File: config.mk
export PLATFORM = sky130hd
export DESIGN_NAME = pcpi_initiator_flat
export DESIGN_NICKNAME = d
export VERILOG_FILES = /design/src/rtl/pcpi_initiator_if.sv /design/src/rtl/pcpi_initiator.sv /design/src/flat_wrapper.sv
export SDC_FILE = /design/constraint.sdc
export NUM_CORES = 1
export LEC_CHECK = 0
export CAP_MARGIN = 20
export CORE_UTILIZATION = 30
export CTS_CLUSTER_DIAMETER = 120
export CTS_CLUSTER_SIZE = 20
export DETAILED_ROUTE_END_ITERATION = 12
export GPL_TIMING_DRIVEN = 0
export HOLD_SLACK_MARGIN = 0.05
export MAX_ROUTING_LAYER = met4
export SYNTH_ARGS = -nofsm -noshare
export SYNTH_HDL_FRONTEND = slang
export SYNTH_SLANG_ARGS = --single-unit
export TNS_END_PERCENT = 1
File: constraint.sdc
create_clock -name clk -period 3.1 [get_ports clk]
set_clock_uncertainty 0.05 [all_clocks]
set_input_delay 0.31 -clock clk [delete_from_list [all_inputs] [get_ports clk]]
set_output_delay 0.31 -clock clk [all_outputs]
set_load 0.02 [all_outputs]
File: src/rtl/pcpi_initiator_if.sv
// pcpi_initiator_if -- bundle of all handshake/bus signals of pcpi_initiator.
//   cmd_*   : command request channel (valid/ready), funct3 + two operands
//   rsp_*   : response channel (valid/ready), result, write flag, timeout flag
//   perf_*  : cycle count of the last PCPI transaction
//   pcpi_*  : PCPI coprocessor bus
// Modports:
//   master : the initiator itself (drives cmd_ready, rsp_*, perf_cycles, pcpi_valid/insn/rs1/rs2)
//   slave  : the surrounding logic plus the coprocessor (drives everything else)
interface pcpi_initiator_if;
  logic        cmd_valid;
  logic        cmd_ready;
  logic [2:0]  cmd_funct3;
  logic [31:0] cmd_rs1;
  logic [31:0] cmd_rs2;

  logic        rsp_valid;
  logic        rsp_ready;
  logic [31:0] rsp_data;
  logic        rsp_wr;
  logic        rsp_err;
  logic [15:0] perf_cycles;

  logic        pcpi_valid;
  logic [31:0] pcpi_insn;
  logic [31:0] pcpi_rs1;
  logic [31:0] pcpi_rs2;
  logic        pcpi_wr;
  logic [31:0] pcpi_rd;
  logic        pcpi_wait;
  logic        pcpi_ready;

  modport master (
    input  cmd_valid, cmd_funct3, cmd_rs1, cmd_rs2, rsp_ready,
           pcpi_wr, pcpi_rd, pcpi_wait, pcpi_ready,
    output cmd_ready, rsp_valid, rsp_data, rsp_wr, rsp_err, perf_cycles,
           pcpi_valid, pcpi_insn, pcpi_rs1, pcpi_rs2
  );

  modport slave (
    output cmd_valid, cmd_funct3, cmd_rs1, cmd_rs2, rsp_ready,
           pcpi_wr, pcpi_rd, pcpi_wait, pcpi_ready,
    input  cmd_ready, rsp_valid, rsp_data, rsp_wr, rsp_err, perf_cycles,
           pcpi_valid, pcpi_insn, pcpi_rs1, pcpi_rs2
  );
endinterface

File: src/rtl/pcpi_initiator.sv
// pcpi_initiator -- CPU-side PCPI master for R-type M-extension commands.
// Accepts {funct3, rs1, rs2} on the command channel, encodes pcpi_insn, holds
// the PCPI request until the coprocessor completes (pcpi_ready) or fails to
// claim it within CLAIM_TIMEOUT cycles, then returns the result on the
// response channel. All outputs are registered.
// Ports:
//   clk    : rising-edge clock
//   resetn : asynchronous active-low reset
//   bus    : pcpi_initiator_if.master (cmd_*, rsp_*, perf_cycles, pcpi_*)
// Parameters: FUNCT7, OPCODE (instruction fields), CLAIM_TIMEOUT (2..255).
// Build option: define PCPI_PERF_EN to enable the perf_cycles counter;
// otherwise perf_cycles reads 0.
module pcpi_initiator #(
  parameter logic [6:0]  FUNCT7        = 7'b0000001,
  parameter logic [6:0]  OPCODE        = 7'b0110011,
  parameter int unsigned CLAIM_TIMEOUT = 16
) (
  input logic              clk,
  input logic              resetn,
  pcpi_initiator_if.master bus
);

  typedef enum logic [1:0] {
    ST_IDLE  = 2'd0,
    ST_ISSUE = 2'd1,
    ST_RESP  = 2'd2
  } state_e;

  localparam logic [7:0] CNT_LAST = 8'(CLAIM_TIMEOUT - 1);

  state_e      state_q, state_d;
  logic        cmd_ready_q, cmd_ready_d;
  logic        pcpi_valid_q, pcpi_valid_d;
  logic [31:0] pcpi_insn_q, pcpi_insn_d;
  logic [31:0] pcpi_rs1_q, pcpi_rs1_d;
  logic [31:0] pcpi_rs2_q, pcpi_rs2_d;
  logic        rsp_valid_q, rsp_valid_d;
  logic [31:0] rsp_data_q, rsp_data_d;
  logic        rsp_wr_q, rsp_wr_d;
  logic        rsp_err_q, rsp_err_d;
  logic [7:0]  cnt_q, cnt_d;
  logic        claimed_q, claimed_d;

  always_comb begin
    state_d     = state_q;
    pcpi_insn_d = pcpi_insn_q;
    pcpi_rs1_d  = pcpi_rs1_q;
    pcpi_rs2_d  = pcpi_rs2_q;
    rsp_data_d  = rsp_data_q;
    rsp_wr_d    = rsp_wr_q;
    rsp_err_d   = rsp_err_q;
    cnt_d       = cnt_q;
    claimed_d   = claimed_q;

    unique case (state_q)
      ST_IDLE: begin
        // cmd_ready_q is high whenever state_q is IDLE
        if (bus.cmd_valid) begin
          pcpi_insn_d = {FUNCT7, bus.cmd_rs2[4:0], bus.cmd_rs1[4:0],
                         bus.cmd_funct3, 5'b00000, OPCODE};
          pcpi_rs1_d  = bus.cmd_rs1;
          pcpi_rs2_d  = bus.cmd_rs2;
          cnt_d       = '0;
          claimed_d   = 1'b0;
          state_d     = ST_ISSUE;
        end
      end
      ST_ISSUE: begin
        if (bus.pcpi_ready) begin
          rsp_data_d = bus.pcpi_wr ? bus.pcpi_rd : '0;
          rsp_wr_d   = bus.pcpi_wr;
          rsp_err_d  = 1'b0;
          state_d    = ST_RESP;
        end else if (bus.pcpi_wait) begin
          claimed_d = 1'b1;
        end else if (!claimed_q && (cnt_q == CNT_LAST)) begin
          rsp_data_d = '0;
          rsp_wr_d   = 1'b0;
          rsp_err_d  = 1'b1;
          state_d    = ST_RESP;
        end else if (!claimed_q) begin
          cnt_d = cnt_q + 8'd1;
        end
      end
      ST_RESP: begin
        if (bus.rsp_ready) begin
          state_d = ST_IDLE;
        end
      end
      default: state_d = ST_IDLE;
    endcase

    // Status outputs are registered copies of the next state so they line up
    // with state_q on every cycle.
    cmd_ready_d  = (state_d == ST_IDLE);
    pcpi_valid_d = (state_d == ST_ISSUE);
    rsp_valid_d  = (state_d == ST_RESP);
  end

  always_ff @(posedge clk or negedge resetn) begin
    if (!resetn) begin
      state_q      <= ST_IDLE;
      cmd_ready_q  <= 1'b1;
      pcpi_valid_q <= 1'b0;
      pcpi_insn_q  <= '0;
      pcpi_rs1_q   <= '0;
      pcpi_rs2_q   <= '0;
      rsp_valid_q  <= 1'b0;
      rsp_data_q   <= '0;
      rsp_wr_q     <= 1'b0;
      rsp_err_q    <= 1'b0;
      cnt_q        <= '0;
      claimed_q    <= 1'b0;
    end else begin
      state_q      <= state_d;
      cmd_ready_q  <= cmd_ready_d;
      pcpi_valid_q <= pcpi_valid_d;
      pcpi_insn_q  <= pcpi_insn_d;
      pcpi_rs1_q   <= pcpi_rs1_d;
      pcpi_rs2_q   <= pcpi_rs2_d;
      rsp_valid_q  <= rsp_valid_d;
      rsp_data_q   <= rsp_data_d;
      rsp_wr_q     <= rsp_wr_d;
      rsp_err_q    <= rsp_err_d;
      cnt_q        <= cnt_d;
      claimed_q    <= claimed_d;
    end
  end

  assign bus.cmd_ready  = cmd_ready_q;
  assign bus.pcpi_valid = pcpi_valid_q;
  assign bus.pcpi_insn  = pcpi_insn_q;
  assign bus.pcpi_rs1   = pcpi_rs1_q;
  assign bus.pcpi_rs2   = pcpi_rs2_q;
  assign bus.rsp_valid  = rsp_valid_q;
  assign bus.rsp_data   = rsp_data_q;
  assign bus.rsp_wr     = rsp_wr_q;
  assign bus.rsp_err    = rsp_err_q;

`ifdef PCPI_PERF_EN
  logic [15:0] perf_cnt_q, perf_cnt_d;
  logic [15:0] perf_cycles_q, perf_cycles_d;
  logic [15:0] perf_inc;

  // perf_cnt_q counts ISSUE cycles already completed; the value snapshotted on
  // RESP entry includes the current (ready or timeout) cycle.
  always_comb begin
    perf_inc      = (perf_cnt_q == '1) ? perf_cnt_q : perf_cnt_q + 16'd1;
    perf_cnt_d    = perf_cnt_q;
    perf_cycles_d = perf_cycles_q;
    if (state_q == ST_IDLE) begin
      perf_cnt_d = '0;
    end else if (state_q == ST_ISSUE) begin
      perf_cnt_d = perf_inc;
      if (state_d == ST_RESP) begin
        perf_cycles_d = perf_inc;
      end
    end
  end

  always_ff @(posedge clk or negedge resetn) begin
    if (!resetn) begin
      perf_cnt_q    <= '0;
      perf_cycles_q <= '0;
    end else begin
      perf_cnt_q    <= perf_cnt_d;
      perf_cycles_q <= perf_cycles_d;
    end
  end

  assign bus.perf_cycles = perf_cycles_q;
`else
  assign bus.perf_cycles = '0;
`endif

endmodule

File: src/flat_wrapper.sv
// flat-port wrapper written by rule: the top's interface ports become plain ports
module pcpi_initiator_flat 
#(
  parameter logic [6:0]  FUNCT7        = 7'b0000001,
  parameter logic [6:0]  OPCODE        = 7'b0110011,
  parameter int unsigned CLAIM_TIMEOUT = 16
)
  (clk, resetn, bus_cmd_valid, bus_cmd_funct3, bus_cmd_rs1, bus_cmd_rs2, bus_rsp_ready, bus_pcpi_wr, bus_pcpi_rd, bus_pcpi_wait, bus_pcpi_ready, bus_cmd_ready, bus_rsp_valid, bus_rsp_data, bus_rsp_wr, bus_rsp_err, bus_perf_cycles, bus_pcpi_valid, bus_pcpi_insn, bus_pcpi_rs1, bus_pcpi_rs2);
  pcpi_initiator_if bus_i ();
  input logic clk;
  input logic resetn;
  input wire logic [$bits(bus_i.cmd_valid)-1:0] bus_cmd_valid;
  input wire logic [$bits(bus_i.cmd_funct3)-1:0] bus_cmd_funct3;
  input wire logic [$bits(bus_i.cmd_rs1)-1:0] bus_cmd_rs1;
  input wire logic [$bits(bus_i.cmd_rs2)-1:0] bus_cmd_rs2;
  input wire logic [$bits(bus_i.rsp_ready)-1:0] bus_rsp_ready;
  input wire logic [$bits(bus_i.pcpi_wr)-1:0] bus_pcpi_wr;
  input wire logic [$bits(bus_i.pcpi_rd)-1:0] bus_pcpi_rd;
  input wire logic [$bits(bus_i.pcpi_wait)-1:0] bus_pcpi_wait;
  input wire logic [$bits(bus_i.pcpi_ready)-1:0] bus_pcpi_ready;
  output wire logic [$bits(bus_i.cmd_ready)-1:0] bus_cmd_ready;
  output wire logic [$bits(bus_i.rsp_valid)-1:0] bus_rsp_valid;
  output wire logic [$bits(bus_i.rsp_data)-1:0] bus_rsp_data;
  output wire logic [$bits(bus_i.rsp_wr)-1:0] bus_rsp_wr;
  output wire logic [$bits(bus_i.rsp_err)-1:0] bus_rsp_err;
  output wire logic [$bits(bus_i.perf_cycles)-1:0] bus_perf_cycles;
  output wire logic [$bits(bus_i.pcpi_valid)-1:0] bus_pcpi_valid;
  output wire logic [$bits(bus_i.pcpi_insn)-1:0] bus_pcpi_insn;
  output wire logic [$bits(bus_i.pcpi_rs1)-1:0] bus_pcpi_rs1;
  output wire logic [$bits(bus_i.pcpi_rs2)-1:0] bus_pcpi_rs2;
  assign bus_i.cmd_valid = bus_cmd_valid;
  assign bus_i.cmd_funct3 = bus_cmd_funct3;
  assign bus_i.cmd_rs1 = bus_cmd_rs1;
  assign bus_i.cmd_rs2 = bus_cmd_rs2;
  assign bus_i.rsp_ready = bus_rsp_ready;
  assign bus_i.pcpi_wr = bus_pcpi_wr;
  assign bus_i.pcpi_rd = bus_pcpi_rd;
  assign bus_i.pcpi_wait = bus_pcpi_wait;
  assign bus_i.pcpi_ready = bus_pcpi_ready;
  assign bus_cmd_ready = bus_i.cmd_ready;
  assign bus_rsp_valid = bus_i.rsp_valid;
  assign bus_rsp_data = bus_i.rsp_data;
  assign bus_rsp_wr = bus_i.rsp_wr;
  assign bus_rsp_err = bus_i.rsp_err;
  assign bus_perf_cycles = bus_i.perf_cycles;
  assign bus_pcpi_valid = bus_i.pcpi_valid;
  assign bus_pcpi_insn = bus_i.pcpi_insn;
  assign bus_pcpi_rs1 = bus_i.pcpi_rs1;
  assign bus_pcpi_rs2 = bus_i.pcpi_rs2;
  pcpi_initiator #(.FUNCT7(FUNCT7), .OPCODE(OPCODE), .CLAIM_TIMEOUT(CLAIM_TIMEOUT)) u_core (.clk(clk), .resetn(resetn), .bus(bus_i));
endmodule
==> results.toml, run 1 <==
[timing]
final_hold_viol_count = 0
tightest_slew_ns = 0.7238
finalWorstPathRequiredPeriod_ns = 2.241
setup_slack_ns = 0.8585
finalSetupViolations = 0
maxSlewHeadroom_pct = 51.52
max_freq_mhz = 446.1
rsz0062_at_grt = "no"
period_share_pct = 72.31
slew_viol_final = 0

[power_and_ir_drop]
peakVddDrop_mv = 0.4759
switching_share_pct = 37.56
pwr-share-seq_pct = 30.6
p_comb_share_pct = 46.7
internal-power_w = 0.005408
pwr-share-clk_pct = 22.7
switching_power_w = 0.003253
powerDensity_mw_per_mm2 = 1056
power_leakage_nw = 3.912

[synthesis]
ys_types = 30
mappedNetlistArea_mm2 = 0.004950
synth_top_area_share_pct = 58.14
yosysSeqAreaShare_pct = 58.67
synthCells = 545
synth_ff_type = "dfrtp_1"
ys_warn_count = 0
synth_edf_count = 0
async_flop_share_pct = 100.0
ys_seq_elements = 116
netlist_top_cells_count = "277 x nand2_1, 115 x dfrtp_1, 44 x buf_4"
post-synth-top-count-cell = "nand2_1"
syn_avg_cell_area_um2 = 9.082
synth_area_leader_cell = "dfrtp_1"
synth.area.top_cells = "dfrtp_1 58%, nand2_1 21%, buf_4 6.7%"

[run]
drv_cap = 0

[clock_network]
clkSlewWorstSetupHoldPaths_ns = 0.05
cts_buffers = 17
htree_num_levels = 4
cts_root_buffer = "clkbuf_16"
cts.sink_count = 116
cts_setup_buffers = 0
clk_latency_ns = 0.41
cts_tree = "built"
postCtsResizedCells = 0
hold_buffers = 1
cts_max_path_buffers = 2

[hold_path]
hp-class = "in2async"

[run_status]
status = "complete, no violations"

[worst_setup_path]
crit_fanout = 10
r2r_cells = 6
worstSetupPathType = "reg2reg"
startpoint = "u_core.cnt_q[0]"
r2r_setup_slack_ns = 0.86
cp-start-kind = "flip-flop"
critical_path_required_ns = 3.40
regToRegEndpoint = "u_core.bus.rsp_data[21]"
setup.worst_path.end = "u_core.bus.rsp_data[21]"
cp-end-kind = "flip-flop"
reg2reg_from = "u_core.cnt_q[0]"
cp_data_arrival_time_ns = 2.54

[global_route]
grt_pass1_wl_um = 22340
antenna_found_initial = 0
grt_usage_pct = 17.82
grt_max_degree = 61
gr-total-overflow = 0
grt_pass1_vias = 4469

[cells_and_area]
areaGrowthSynthToFinish_pct = 65.70
drive_above_1_share_pct = 9.266
finalNetCount = 926
diodes = 0
fillers = 1496
fin_util_pct = 51.26

[detailed_routing]
viasPerCell = 4.285
wirelength_um = 14350
antenna_left = 0
num_vias = 4486
drtPass1Iterations = 4
drt-wirelength-per-cell_um = 13.70
drt_iter0_drc = 127
drcViolationCount = 0

[die]
rows = 46
die_width_um = 130.5
dieArea_mm2 = 0.01702
coreArea_mm2 = 0.01600
initial_core_util_pct = 30.94
die_h_um = 130.5
ios = 255

[place]
pre_cts_ws_ns = 0.7198
port-buffer-count = 224
gp_congestion = 0.7884
dp_hpwl_um = 10630
==> cell usage in the layout (no fill, tap or decap), types with 2 or more instances in the layout <==
master	n
o31ai_1	2
bufinv_16	2
a21oi_1	5
buf_4	44
buf_1	3
nand2_1	277
xnor2_1	3
nand2b_1	2
nor2_1	9
mux2i_1	3
o21ai_0	3
clkbuf_16	17
clkdlybuf4s50_1	223
and3_1	3
clkbuf_1	30
conb_1	30
nand3_1	3
a22oi_1	32
nor4_1	2
clkbuf_8	6
dfrtp_1	115
==> registers in the layout (all words and copies together) (netlist names), 2 cells and up <==
name and count:
u_core.bus.pcpi_insn 4, u_core.bus.pcpi_rs1 32, u_core.bus.pcpi_rs2 32, u_core.cnt_q 8, u_core.bus.rsp_data 32, u_core.state_q 2
==> power by group through the flow <==
stage                     clock network [W]  registers (W)  logic (W)
after global routing                0.00208        0.00275    0.00441
after CTS                           0.00201        0.00265    0.00411
after detailed placement                  0        0.00266    0.00410
after floorplan                           0        0.00342    0.00131
after global placement                    0        0.00264    0.00402
final                               0.00197        0.00265    0.00405
==> layout make-up <==
| class | count | area (um^2) | share of cell area, % |
|---|---|---|---|
| buffer | 72 | 435.4 | 5.309 |
| clock buffer | 28 | 526.8 | 6.423 |
| clock inverter | 3 | 65.06 | 0.7933 |
| multi-input combinational | 386 | 1719 | 20.96 |
| sequential | 116 | 2904 | 35.41 |
| tap | 216 | 270.3 | 3.295 |
| timing repair buffer | 226 | 2281 | 27.81 |
==> logic make-up after synthesis <==
logic type      Yosys count  synth area share [%]
flops                   116                 58.67
xor+xnor                  3                0.5309
simple gates            302                 24.24
buf+inv                  72                 8.797
other cells               1               0.07576
mux                       3                0.6067
fa+ha+maj                 1                0.2527
compound gates           47                 6.825
==> through the flow <==
step	hold slack, ns	area [um^2]	std cells	power [W]	setup TNS (ns)
floorplan	-0.03559	5059	574	0.004725	0
global placement	0.4085	7571	1014	0.006657	-325.79
detailed placement	0.2655	7600	1015	0.006755	0
CTS	0.3597	8202	1047	0.008771	0
global route	0.3845	8202	1047	0.009236	0
finish	0.3760	8202	1047	0.008661	0
==> layer usage <==
metal | track usage [%] | vias to the layer above | part of all wire (%)
met5 | - | - | 0
met4 | 6.829 | 0 | 1.8
met3 | 5.782 | 20 | 9.1
met2 | 28.35 | 203 | 47
met1 | 20.99 | 2054 | 43
li1 | - | 2209 | -
==> worst max-delay path: stages, from the launching register on <==
cell	delay (ns)
dfrtp_1	0.40
ha_1	0.26
and3_1	0.23
a31oi_1	0.61
clkbuf_1	0.44
nand2_1	0.11
nand2_1	0.08
==> worst min path at each step <==
| stage | from | to | cells after the start |
|---|---|---|---|
| floorplan | resetn | u_core.bus.pcpi_insn[12] | 0 |
| global placement | u_core.bus.pcpi_rs1[14] | u_core.bus.pcpi_rs1[14] | 2 |
| detailed placement | resetn | u_core.bus.rsp_data[29] | 1 |
| CTS | bus_cmd_rs1[21] | u_core.bus.pcpi_rs1[21] | 3 |
| global route | bus_cmd_rs1[5] | u_core.bus.pcpi_rs1[5] | 3 |
| finish | resetn | u_core.bus.rsp_data[30] | 2 |
No activity file was read; power rests on OpenSTA's default activity.
==> run 2: changes to the inputs <==
Clock period 3.1 ns to 2.16 ns, I/O delays scaled along.
==> results.toml, run 2 (synthesis results as in run 1) <==
[clock_network]
cts_buffers = 17
clk_latency_ns = 0.41
cts.sink_count = 116
cts_tree = "built"
cts_root_buffer = "clkbuf_16"
htree_num_levels = 4
cts_setup_buffers = 0
clkSlewWorstSetupHoldPaths_ns = 0.05
cts_max_path_buffers = 2

[cells_and_area]
fillers = 1497
layout_commonest_cell = "nand2_1"
finalNetCount = 926
areaGrowthSynthToFinish_pct = 65.85
fin_util_pct = 51.31
drive_above_1_share_pct = 9.507
final_cell_mix = "277 x nand2_1, 223 x clkdlybuf4s50_1, 115 x dfrtp_1, 44 x buf_4, 32 x a22oi_1"
diodes = 0

[detailed_routing]
num_vias = 4488
drt_iter0_drc = 126
wirelength_um = 14340
drtPass1Iterations = 4
drt-wirelength-per-cell_um = 13.70
drcViolationCount = 0
antenna_left = 0
viasPerCell = 4.287

[die]
die_h_um = 130.5
ios = 255
coreArea_mm2 = 0.01600
initial_core_util_pct = 30.94
rows = 46
die_width_um = 130.5
dieArea_mm2 = 0.01702

[global_route]
grt_usage_pct = 17.82
gr-total-overflow = 0
grt_pass1_vias = 4469
grt_max_degree = 61
antenna_found_initial = 0
grt_pass1_wl_um = 22340

[worst_setup_path]
worstSetupPathType = "reg2reg"
r2r_cells = 6
startpoint = "u_core.cnt_q[0]"
cp-end-kind = "flip-flop"
regToRegEndpoint = "u_core.bus.rsp_data[22]"
reg2reg_from = "u_core.cnt_q[0]"
cp-start-kind = "flip-flop"
critical_path_required_ns = 2.46
crit_fanout = 10
r2r_setup_slack_ns = 0.12
cp_data_arrival_time_ns = 2.33

[timing]
slew_viol_final = 0
fin_setup_tns_ns = 0
finalSetupViolations = 0
maxSlewHeadroom_pct = 61.78
final_hold_viol_count = 0
rsz0062_at_grt = "yes"
tightest_slew_ns = 0.5686
max_freq_mhz = 490.6
finalWorstPathRequiredPeriod_ns = 2.038
period_share_pct = 94.37

[place]
dp_hpwl_um = 10630
gp_congestion = 0.7884
port-buffer-count = 224

[run_status]
status = "complete, no violations"

[power_and_ir_drop]
power_w = 0.01243
power_leakage_nw = 3.915
powerDensity_mw_per_mm2 = 1514
peakVddDrop_mv = 0.6840

[hold_path]
worstHoldStart = "bus_cmd_rs1[21]"
hp-class = "in2reg"
whs_endpoint = "u_core.bus.pcpi_rs1[21]"
whs_path_depth = 3

[run]
drv_cap = 0
run 2: worst max-delay path: stages (launching register included):
cell,delay (ns)
dfrtp_1,0.40
ha_1,0.26
and3_1,0.24
a31oi_2,0.42
clkbuf_1,0.42
nand2_1,0.11
nand2_1,0.08
run 2: repair_timing:
| item | 4_1_cts | 5_1_grt |
|---|---|---|
| hold buffers | 1 | 0 |
| endpoints found under the setup margin | 30 | 28 |
| endpoints found under the hold margin | 56 | 0 |
| resized for setup | 1 | 3 |
| gates cloned | 0 | 0 |
run 2: through the flow:
stage	instance area, um^2	hold slack, ns	cells	setup slack (ns)
6_report	8209	0.2819	1047	0.1216
5_1_grt	8209	0.2905	1047	-0.04942
4_1_cts	8208	0.2657	1047	0.1070
3_5_place_dp	7600	0.1715	1015	-0.1262
3_3_place_gp	7571	0.4085	1014	-3.679
2_1_floorplan	5059	-0.1296	574	0.3902
run 2: report_power, final:
group          internal (W)  total [W]  leakage, nW  switching, W
Clock               0.00188    0.00282        0.291      0.000942
Sequential          0.00316    0.00380         1.40      0.000640
Combinational       0.00272    0.00581         2.23       0.00308
Total               0.00776     0.0124         3.92       0.00467
run 2: layout make-up:
cell class              count  area [um^2]  share of cell area, %
clock buffers              28        526.8                  6.417
flip-flops and latches    116         2904                  35.38
clock inverters             3        65.06                 0.7926
well taps                 216        270.3                  3.292
repair buffers            226         2281                  27.79
plain buffers              72        436.7                  5.319
multi-input cells         386         1725                  21.02
run 2: per-layer routing:
layer	track usage [%]	routed length, um	up-vias
met5	-	0	-
met4	6.829	261	0
met3	5.782	1308	20
met2	28.35	6658	201
met1	20.99	6113	2057
li1	-	-	2210
run 2: how the worst max path moves through the flow:
stage / endpoint / slack (ns) / cells after the start
detailed placement: u_core.bus.rsp_data[21] / -0.13 / 6
finish: u_core.bus.rsp_data[22] / 0.12 / 6
global route: u_core.bus.rsp_data[23] / -0.05 / 6
global placement: u_core.bus.pcpi_rs1[7] / -3.68 / 1
floorplan: u_core.bus.rsp_data[22] / 0.39 / 6
CTS: u_core.bus.rsp_data[21] / 0.11 / 6
